<file path="src/rtl/wb_regfile_pkg.sv">
// Shared definitions for the writeback-side register file.
// Address/data widths, r0 index and reset polarity.
package cpu_defs;

    localparam int NREG   = 32;
    localparam int AW     = $clog2(NREG);
    localparam int DW     = 32;
    localparam int PEND_W = 2;

    typedef logic [AW-1:0] reg_addr_t;
    typedef logic [DW-1:0] data_t;
    typedef logic [PEND_W-1:0] pend_t;

    localparam reg_addr_t ZERO_REG = 5'd0;
    localparam logic      RST_ACT  = 1'b1;
    localparam pend_t     PEND_MAX = '1;

endpackage

</file>
<file path="src/rtl/wb_regfile_if.sv">
// Bus between pipeline (master) and register file (slave):
// writeback port, two read ports, issue port, stall and error.
interface wb_regfile_if;
    import cpu_defs::*;

    logic      wb_wd;
    reg_addr_t wb_wreg;
    data_t     wb_wdata;
    logic      re1;
    reg_addr_t raddr1;
    data_t     rdata1;
    logic      re2;
    reg_addr_t raddr2;
    data_t     rdata2;
    logic      iss_wd;
    reg_addr_t iss_wreg;
    logic      stall_req;
    logic      sb_err;

    modport master (
        output wb_wd, wb_wreg, wb_wdata,
        output re1, raddr1, re2, raddr2,
        output iss_wd, iss_wreg,
        input  rdata1, rdata2, stall_req, sb_err
    );

    modport slave (
        input  wb_wd, wb_wreg, wb_wdata,
        input  re1, raddr1, re2, raddr2,
        input  iss_wd, iss_wreg,
        output rdata1, rdata2, stall_req, sb_err
    );

endinterface

</file>
<file path="src/rtl/wb_regfile_scoreboard.sv">
// Per-register pending-write counters and read hazard detection.
// Counters saturate; any over/underflow latches a sticky error.
module wb_scoreboard import cpu_defs::*; (
    input  logic      clk,
    input  logic      rst,
    input  logic      iss_wd,
    input  reg_addr_t iss_wreg,
    input  logic      wb_wd,
    input  reg_addr_t wb_wreg,
    input  logic      re1,
    input  reg_addr_t raddr1,
    input  logic      re2,
    input  reg_addr_t raddr2,
    output logic      stall_req,
    output logic      sb_err
);

    pend_t cnt_q [NREG];
    pend_t cnt_d [NREG];
    logic  err_q, err_d;
    logic  inc, dec;
    logic  haz1, haz2;

    always_comb begin
        cnt_d = cnt_q;
        err_d = err_q;
        inc   = 1'b0;
        dec   = 1'b0;
        for (int r = 1; r < NREG; r++) begin
            inc = iss_wd && (iss_wreg == AW'(r));
            dec = wb_wd && (wb_wreg == AW'(r));
            if (inc && !dec) begin
                if (cnt_q[r] == PEND_MAX) err_d = 1'b1;
                else cnt_d[r] = cnt_q[r] + PEND_W'(1);
            end else if (dec && !inc) begin
                if (cnt_q[r] == '0) err_d = 1'b1;
                else cnt_d[r] = cnt_q[r] - PEND_W'(1);
            end
        end
    end

    // A last outstanding write landing this cycle is bypassed, not stalled.
    always_comb begin
        haz1 = re1 && (raddr1 != ZERO_REG) && (cnt_q[raddr1] != '0)
            && !(wb_wd && (wb_wreg == raddr1)
                 && (cnt_q[raddr1] == PEND_W'(1)));
        haz2 = re2 && (raddr2 != ZERO_REG) && (cnt_q[raddr2] != '0)
            && !(wb_wd && (wb_wreg == raddr2)
                 && (cnt_q[raddr2] == PEND_W'(1)));
    end

    assign stall_req = haz1 | haz2;
    assign sb_err    = err_q;

    always_ff @(posedge clk) begin
        if (rst == RST_ACT) begin
            cnt_q <= '{default: '0};
            err_q <= 1'b0;
        end else begin
            cnt_q <= cnt_d;
            err_q <= err_d;
        end
    end

endmodule

</file>
<file path="src/rtl/wb_regfile.sv">
// 32x32 architectural register file fed by writeback,
// with same-cycle bypass to both decode read ports.
module wb_regfile import cpu_defs::*; (
    input  logic         clk,
    input  logic         rst,
    wb_regfile_if.slave  bus
);

    data_t regs_q [NREG];
    data_t regs_d [NREG];
    logic  stall;
    logic  err;

    function automatic data_t rd_sel(
        input logic      re,
        input reg_addr_t a,
        input logic      bwd,
        input reg_addr_t bwr,
        input data_t     bwdat,
        input data_t     arch
    );
        if (!re || a == ZERO_REG) return '0;
        else if (bwd && bwr == a) return bwdat;
        else return arch;
    endfunction

    always_comb begin
        regs_d = regs_q;
        if (bus.wb_wd && bus.wb_wreg != ZERO_REG)
            regs_d[bus.wb_wreg] = bus.wb_wdata;
    end

    always_ff @(posedge clk) begin
        if (rst == RST_ACT) regs_q <= '{default: '0};
        else regs_q <= regs_d;
    end

    assign bus.rdata1 = rd_sel(bus.re1, bus.raddr1, bus.wb_wd,
                               bus.wb_wreg, bus.wb_wdata,
                               regs_q[bus.raddr1]);
    assign bus.rdata2 = rd_sel(bus.re2, bus.raddr2, bus.wb_wd,
                               bus.wb_wreg, bus.wb_wdata,
                               regs_q[bus.raddr2]);

    wb_scoreboard u_sb (
        .clk       (clk),
        .rst       (rst),
        .iss_wd    (bus.iss_wd),
        .iss_wreg  (bus.iss_wreg),
        .wb_wd     (bus.wb_wd),
        .wb_wreg   (bus.wb_wreg),
        .re1       (bus.re1),
        .raddr1    (bus.raddr1),
        .re2       (bus.re2),
        .raddr2    (bus.raddr2),
        .stall_req (stall),
        .sb_err    (err)
    );

    assign bus.stall_req = stall;
    assign bus.sb_err    = err;

endmodule
</file>
<file path="src/flat_wrapper.sv">
// flat-port wrapper written by rule: the top's interface ports become plain ports
module wb_regfile_flat import cpu_defs::*;
  (clk, rst, bus_wb_wd, bus_wb_wreg, bus_wb_wdata, bus_re1, bus_raddr1, bus_re2, bus_raddr2, bus_iss_wd, bus_iss_wreg, bus_rdata1, bus_rdata2, bus_stall_req, bus_sb_err);
  wb_regfile_if bus_i ();
  input  logic clk;
  input  logic rst;
  input wire logic [$bits(bus_i.wb_wd)-1:0] bus_wb_wd;
  input wire logic [$bits(bus_i.wb_wreg)-1:0] bus_wb_wreg;
  input wire logic [$bits(bus_i.wb_wdata)-1:0] bus_wb_wdata;
  input wire logic [$bits(bus_i.re1)-1:0] bus_re1;
  input wire logic [$bits(bus_i.raddr1)-1:0] bus_raddr1;
  input wire logic [$bits(bus_i.re2)-1:0] bus_re2;
  input wire logic [$bits(bus_i.raddr2)-1:0] bus_raddr2;
  input wire logic [$bits(bus_i.iss_wd)-1:0] bus_iss_wd;
  input wire logic [$bits(bus_i.iss_wreg)-1:0] bus_iss_wreg;
  output wire logic [$bits(bus_i.rdata1)-1:0] bus_rdata1;
  output wire logic [$bits(bus_i.rdata2)-1:0] bus_rdata2;
  output wire logic [$bits(bus_i.stall_req)-1:0] bus_stall_req;
  output wire logic [$bits(bus_i.sb_err)-1:0] bus_sb_err;
  assign bus_i.wb_wd = bus_wb_wd;
  assign bus_i.wb_wreg = bus_wb_wreg;
  assign bus_i.wb_wdata = bus_wb_wdata;
  assign bus_i.re1 = bus_re1;
  assign bus_i.raddr1 = bus_raddr1;
  assign bus_i.re2 = bus_re2;
  assign bus_i.raddr2 = bus_raddr2;
  assign bus_i.iss_wd = bus_iss_wd;
  assign bus_i.iss_wreg = bus_iss_wreg;
  assign bus_rdata1 = bus_i.rdata1;
  assign bus_rdata2 = bus_i.rdata2;
  assign bus_stall_req = bus_i.stall_req;
  assign bus_sb_err = bus_i.sb_err;
  wb_regfile u_core (.clk(clk), .rst(rst), .bus(bus_i));
endmodule
</file>
<file path="config.mk">
export PLATFORM = sky130hd
export DESIGN_NAME = wb_regfile_flat
export DESIGN_NICKNAME = d
export VERILOG_FILES = /design/src/rtl/wb_regfile_pkg.sv /design/src/rtl/wb_regfile_if.sv /design/src/rtl/wb_regfile_scoreboard.sv /design/src/rtl/wb_regfile.sv /design/src/flat_wrapper.sv
export SDC_FILE = /design/constraint.sdc
export NUM_CORES = 2
export LEC_CHECK = 0
export BUFFER_PORTS_ARGS = -buffer_cell sky130_fd_sc_hd__buf_2
export CAP_MARGIN = 15
export CORE_ASPECT_RATIO = 2
export CORE_MARGIN = 4
export CORE_UTILIZATION = 55
export CTS_BUF_LIST = sky130_fd_sc_hd__clkbuf_4 sky130_fd_sc_hd__clkbuf_8
export CTS_CLUSTER_DIAMETER = 150
export CTS_CLUSTER_SIZE = 30
export DETAILED_ROUTE_END_ITERATION = 12
export GPL_TIMING_DRIVEN = 1
export PLACE_DENSITY_LB_ADDON = 0.12
export REMOVE_ABC_BUFFERS = 1
export SLEW_MARGIN = 20
export SYNTH_ARGS = -nofsm -noshare
export SYNTH_HDL_FRONTEND = slang
export SYNTH_HIERARCHICAL = 1
export SYNTH_SLANG_ARGS = --single-unit
</file>
<file path="constraint.sdc">
create_clock -name clk -period 1.9 [get_ports clk]
set_input_delay 0.19 -clock clk [delete_from_list [all_inputs] [get_ports clk]]
set_output_delay 0.19 -clock clk [all_outputs]
set_load 0.01 [all_outputs]
</file>
# == Yosys cells after proc, flatten, opt, wreduce, memory -nomap -nowiden ==
# Index checks and enable logic that the tools add are counted.
# totals
regBits,1087
inputBits,58
output_inout_bits,66
word_cells,864
# op_classes
add_sub_neg,62
magnitude_cmp,4
eq_ne,159
muxes,267
bitwise_logic,4
n_reduce_logical,304
# op_table
cell,n
$bwmux 1024,1
$bmux 32 s5,2
$mux 32,9
$mux 2,128
$demux 32 s5,1
$eq 5x5->1 const B,32
$logic_and 1x1->1,136
$mux 1,124
$ne 2x2->1 const B,62
$reduce_and 3->1,31
$eq 5x4->1 const B,16
$logic_not 1->1,66
$reduce_bool 2->1,33
$add 2x1->2 const B,31
$eq 2x2->1 const B,31
$logic_not 2->1,31
$sub 2x1->2 const B,31
$eq 5x3->1 const B,8
$bmux 2 s5,2
$eq 5x2->1 const B,4
$ge 6x6->1 const B,3
$not 5->6,3
$reduce_bool 5->1,3
$eq 5x1->1 const B,2
6 further kinds,10

# == Longest topological paths before layout ==
# logic_depth
word_depth,96
depth_mapped,11

# == Modules after synthesis ==
# The synthesis kept the hierarchy.
# by_module_without_submodules
mod,instances,cells_per_inst,area_per_inst_um2,seq_area_each_um2
wb_regfile,1,6360,52601.7,20499.7
wb_scoreboard,1,824,6174.7,1261.2

# == Least setup slack after synthesis ==
# OpenSTA, ideal clock, no wires.
# synth_path
kind,in2out
startpoint,in bus_raddr1[2]
endpoint,out bus_rdata1[25]
t_arrival_ns,1.857
setup_slack_ns,-0.147
stages,7
n_path_buf,3
path_cell_list,buf_2 -> buf_2 -> buf_1 -> mux4_2 -> a221oi_1 -> o21ai_0 -> a22o_1
# synth_via
elab_chain_cells,6
word_cells_on_any_way,10
# synth_rtl
element,line,text
"start, declared",flat_wrapper.sv:11,input wire logic [$bits(bus_i.raddr1)-1:0] bus_raddr1;
$not 5->6 (not written as such),wb_regfile.sv:40,regs_q[bus.raddr1]);
$bmux 32 s5,wb_regfile.sv:40,
$mux 32 (not written as such) (2 in series),wb_regfile.sv:40,
$mux 32,wb_regfile.sv:23,else if (bwd && bwr == a) return bwdat;
$mux 32 (*),wb_regfile.sv:22,if (!re || a == ZERO_REG) return '0;
"end, declared",flat_wrapper.sv:16,output wire logic [$bits(bus_i.rdata1)-1:0] bus_rdata1;
# Every way passes the cells marked *; elsewhere a longest branch is shown, timed or not. The select of a mux whose other input is x is not followed.

# == Worst setup path in the final report ==
# layout_path
startpoint,reg u_core/u_sb/cnt_q[42] (netlist bit)
endpoint,out bus_stall_req
# layout_via
elab_chain_cells,8
word_cells_on_any_way,19
# layout_rtl
element,line,text
"start, declared",wb_regfile_scoreboard.sv:18,pend_t cnt_q [NREG];
"start signal, assigned",wb_regfile_scoreboard.sv:60,cnt_q <= cnt_d;
$bmux 2 s5 (on tied branches),--,
$mux 2 (on tied branches) (2 in series),--,
$eq 2x1->1 (on tied branches),"wb_regfile_scoreboard.sv:46, wb_regfile_scoreboard.sv:49",
$logic_and 1x1->1 (on tied branches),"wb_regfile_scoreboard.sv:46, wb_regfile_scoreboard.sv:49",
$logic_not 1->1 (on tied branches),"wb_regfile_scoreboard.sv:45, wb_regfile_scoreboard.sv:48",
$logic_and 1x1->1 (on tied branches),"wb_regfile_scoreboard.sv:45, wb_regfile_scoreboard.sv:48",
$or 1x1->1 (*),wb_regfile_scoreboard.sv:52,assign stall_req = haz1 | haz2;
"end, declared",flat_wrapper.sv:18,output wire logic [$bits(bus_i.stall_req)-1:0] bus_stall_req;
# Marked as above.

==> metrics.txt <==
outcome finished with violations; failing checks setup timing; actual slew at the worst max-slew pin 0.782 ns; Worst Setup EP bus_stall_req; Synth warnings 6; area grow syn2layout 23.4%; DR vias/cell 6.78; Remaining Overflow, GRT 0; R2R Path End u_core/u_sb/sb_err; Critical Path Source u_core/u_sb/cnt_q[42]; Iteration-0 DRC Markers 8588; Worst slew margin 0.471; Setup CP Type reg -> out; Netlist cell types 75; DIE WIDTH 239 um; row cnt 169; clk slew on worst S/H paths 0.18 ns; Root Driver clkbuf_8; Tightest Hold Check Type in -> reg; placement-stage cell area 69300 sq um; most frequent cells in the layout nand2_1 (2135), a21oi_1 (1053), dfxtp_1 (944); dominant synthesized flop cell dfxtp_1; design area 72500 sq um; Setup Skew 0.0606 ns; Port Buffers 123; RSZ-0062 raised after global routing true; non-filler cells, final 9150; Die Area 112000 sq um; R2R Setup Slk -0.02 ns; VDD IR-drop max 0.486 mV; Starting Density 0.554; pwr dens 540 nW/um^2; number of flops mapped to enable cells by yosys 0; Total GRT Usage 0.457; share of cells above drive strength 1 0.259; Worst Path Arrival 2.83 ns; H-tree levels 2; syn avg cell area 8.18 sq um; DRT Pass-1 Iters 7; Clock Latency Late Sink 0.83 ns; core footprint 106000 sq um; Synth async-reset ratio 0; DIE HEIGHT 470 um; fmax 332 MHz; ANT nets after route 0; post-synthesis sequential area ratio 0.370; fin crit share 1.59; clock sink count 1087; beginning of the worst register-to-register path u_core/u_sb/cnt_q[60]; Syn Inst Count 7184; Data required, critical path 1.71 ns; startpoint types register; max_cap viols 0; GP Congestion 1.10; Final min period 3.02 ns; Layout Nets 7894; cells on worst reg2reg path 7; Yosys reg bits 1087; IO Pins 124; Final Hold Vio Count 0; Cells after DPL 9047; WL per Instance 29.4 um; first-pass GRT wire length 384 mm; Leakage 26.5 nW; Clock Tree Buf Depth 3; largest net degree at the start of global routing 110; hpwl dp 187 mm; antenna violations before repair 8; fin. max-slew vios 0; Via Count 62100; CP Capture Type output pin; WL final 269 mm; Netlist Area Pre-Place 58800 sq um; number of remaining DRC errors 0; setup violators final 66; crit path max fanout 3; Inserted Clock Buffers 42; commonest non-fill, non-tap cell in the layout nand2_1; number of global-route vias before repair 60600; setup ws final -1.12 ns; CTS tree done
==> critical path: stages, from the launching register on <==
cell	delay, ns
dfxtp_1	0.39
mux4_1	0.51
mux2_2	0.33
a211o_4	0.39
nand4_1	0.08
nand4_1	0.14
buf_2	0.18
==> synth_stat cells (46+ instances only) <==
cell type  count  area (sq um)
inv_1         75           282
a221oi_1      48           420
nor4_1        46           288
dfxtp_1     1087         21800
ha_1          62           776
nor2b_1       84           526
mux4_2       246          5540
nor2_1       171           642
nand2_1     2170          8150
o22ai_1      171          1070
o21ai_0      143           716
a21oi_1     1080          5410
mux2i_1      538          5390
clkbuf_1     472          1770
a22o_1        67           587
nand3_1       57           285
buf_2        143           716
==> sequential cells by signal, summed over array words and instances, names as in the netlist <==
signal and count:
u_core/regs_q 1024, u_core/u_sb/cnt_q 62, u_core/u_sb/sb_err 1
==> routing by layer <==
| metal | global-route usage | up-vias | part of all wire |
|---|---|---|---|
| met5 | 0 | - | 0.000048 |
| met1 | 0.500 | 29300 | 0.31 |
| li1 | - | 26100 | - |
| met2 | 0.711 | 4748 | 0.44 |
| met3 | 0.0991 | 1847 | 0.11 |
| met4 | 0.461 | 2 | 0.13 |
==> through the flow <==
step | TNS [ns] | power (mW) | util | hold WS [ns] | setup slack [ns]
after global routing | -56.59 | 39.8 | 0.683 | 0.123 | -1.19
after CTS | -53.24 | 38.7 | 0.674 | 0.0720 | -1.14
after global placement | -105.73 | 29.4 | 0.653 | 0.448 | -0.923
after detailed placement | -123.18 | 29.4 | 0.653 | 0.457 | -0.954
final | -53.81 | 39.1 | 0.683 | 0.136 | -1.12
after floorplan | -71.81 | 25.1 | - | 0.259 | -0.575
==> how the worst min path moves through the flow <==
stage                 startpoint            endpoint  slack (ns)  cells past startpoint
6_report         bus_wb_wdata[9]  u_core/regs_q[745]        0.14                      5
5_1_grt          bus_wb_wdata[9]  u_core/regs_q[585]        0.12                      5
4_1_cts          bus_wb_wdata[9]  u_core/regs_q[745]        0.07                      5
3_5_place_dp   u_core/regs_q[58]   u_core/regs_q[58]        0.46                      2
3_3_place_gp   u_core/regs_q[24]   u_core/regs_q[24]        0.45                      2
2_1_floorplan                rst    u_core/regs_q[0]        0.26                      1
==> cell type report <==
cell class / instances / area, sq um
clock inverter: 1 / 30.0
sequential: 1087 / 21900
tap: 1368 / 1710
antenna: 6 / 15.0
inverter: 75 / 282
multi-input combinational: 5307 / 35500
fill: 8797 / 33600
clock buffer: 45 / 619
timing repair buffer: 1261 / 12400
==> report_power, final <==
group	internal, mW	switching (mW)
Combinational	2.44	4.02
Clock	2.18	7.39
Sequential	23.0	0.124
Total	27.6	11.5
==> timing repair <==
action | 4_1_cts | 5_1_grt
setup endpoints to repair | 66 | 66
endpoints found under the hold margin | 785 | 0
hold buffers | 32 | 0
buffers inserted | 24 | 11
pin swaps | 169 | 55
resized for setup | 349 | 182
==> cells by family after synthesis <==
family          count (synthesis)  synth area share
xor+xnor                       20           0.00298
buf+inv                       790            0.0606
mux                           814             0.195
fa+ha+maj                      62            0.0132
flops                        1087             0.370
simple gates                 2692             0.188
compound gates               1719             0.170
Note: power is estimated with default switching activity, not from simulation.
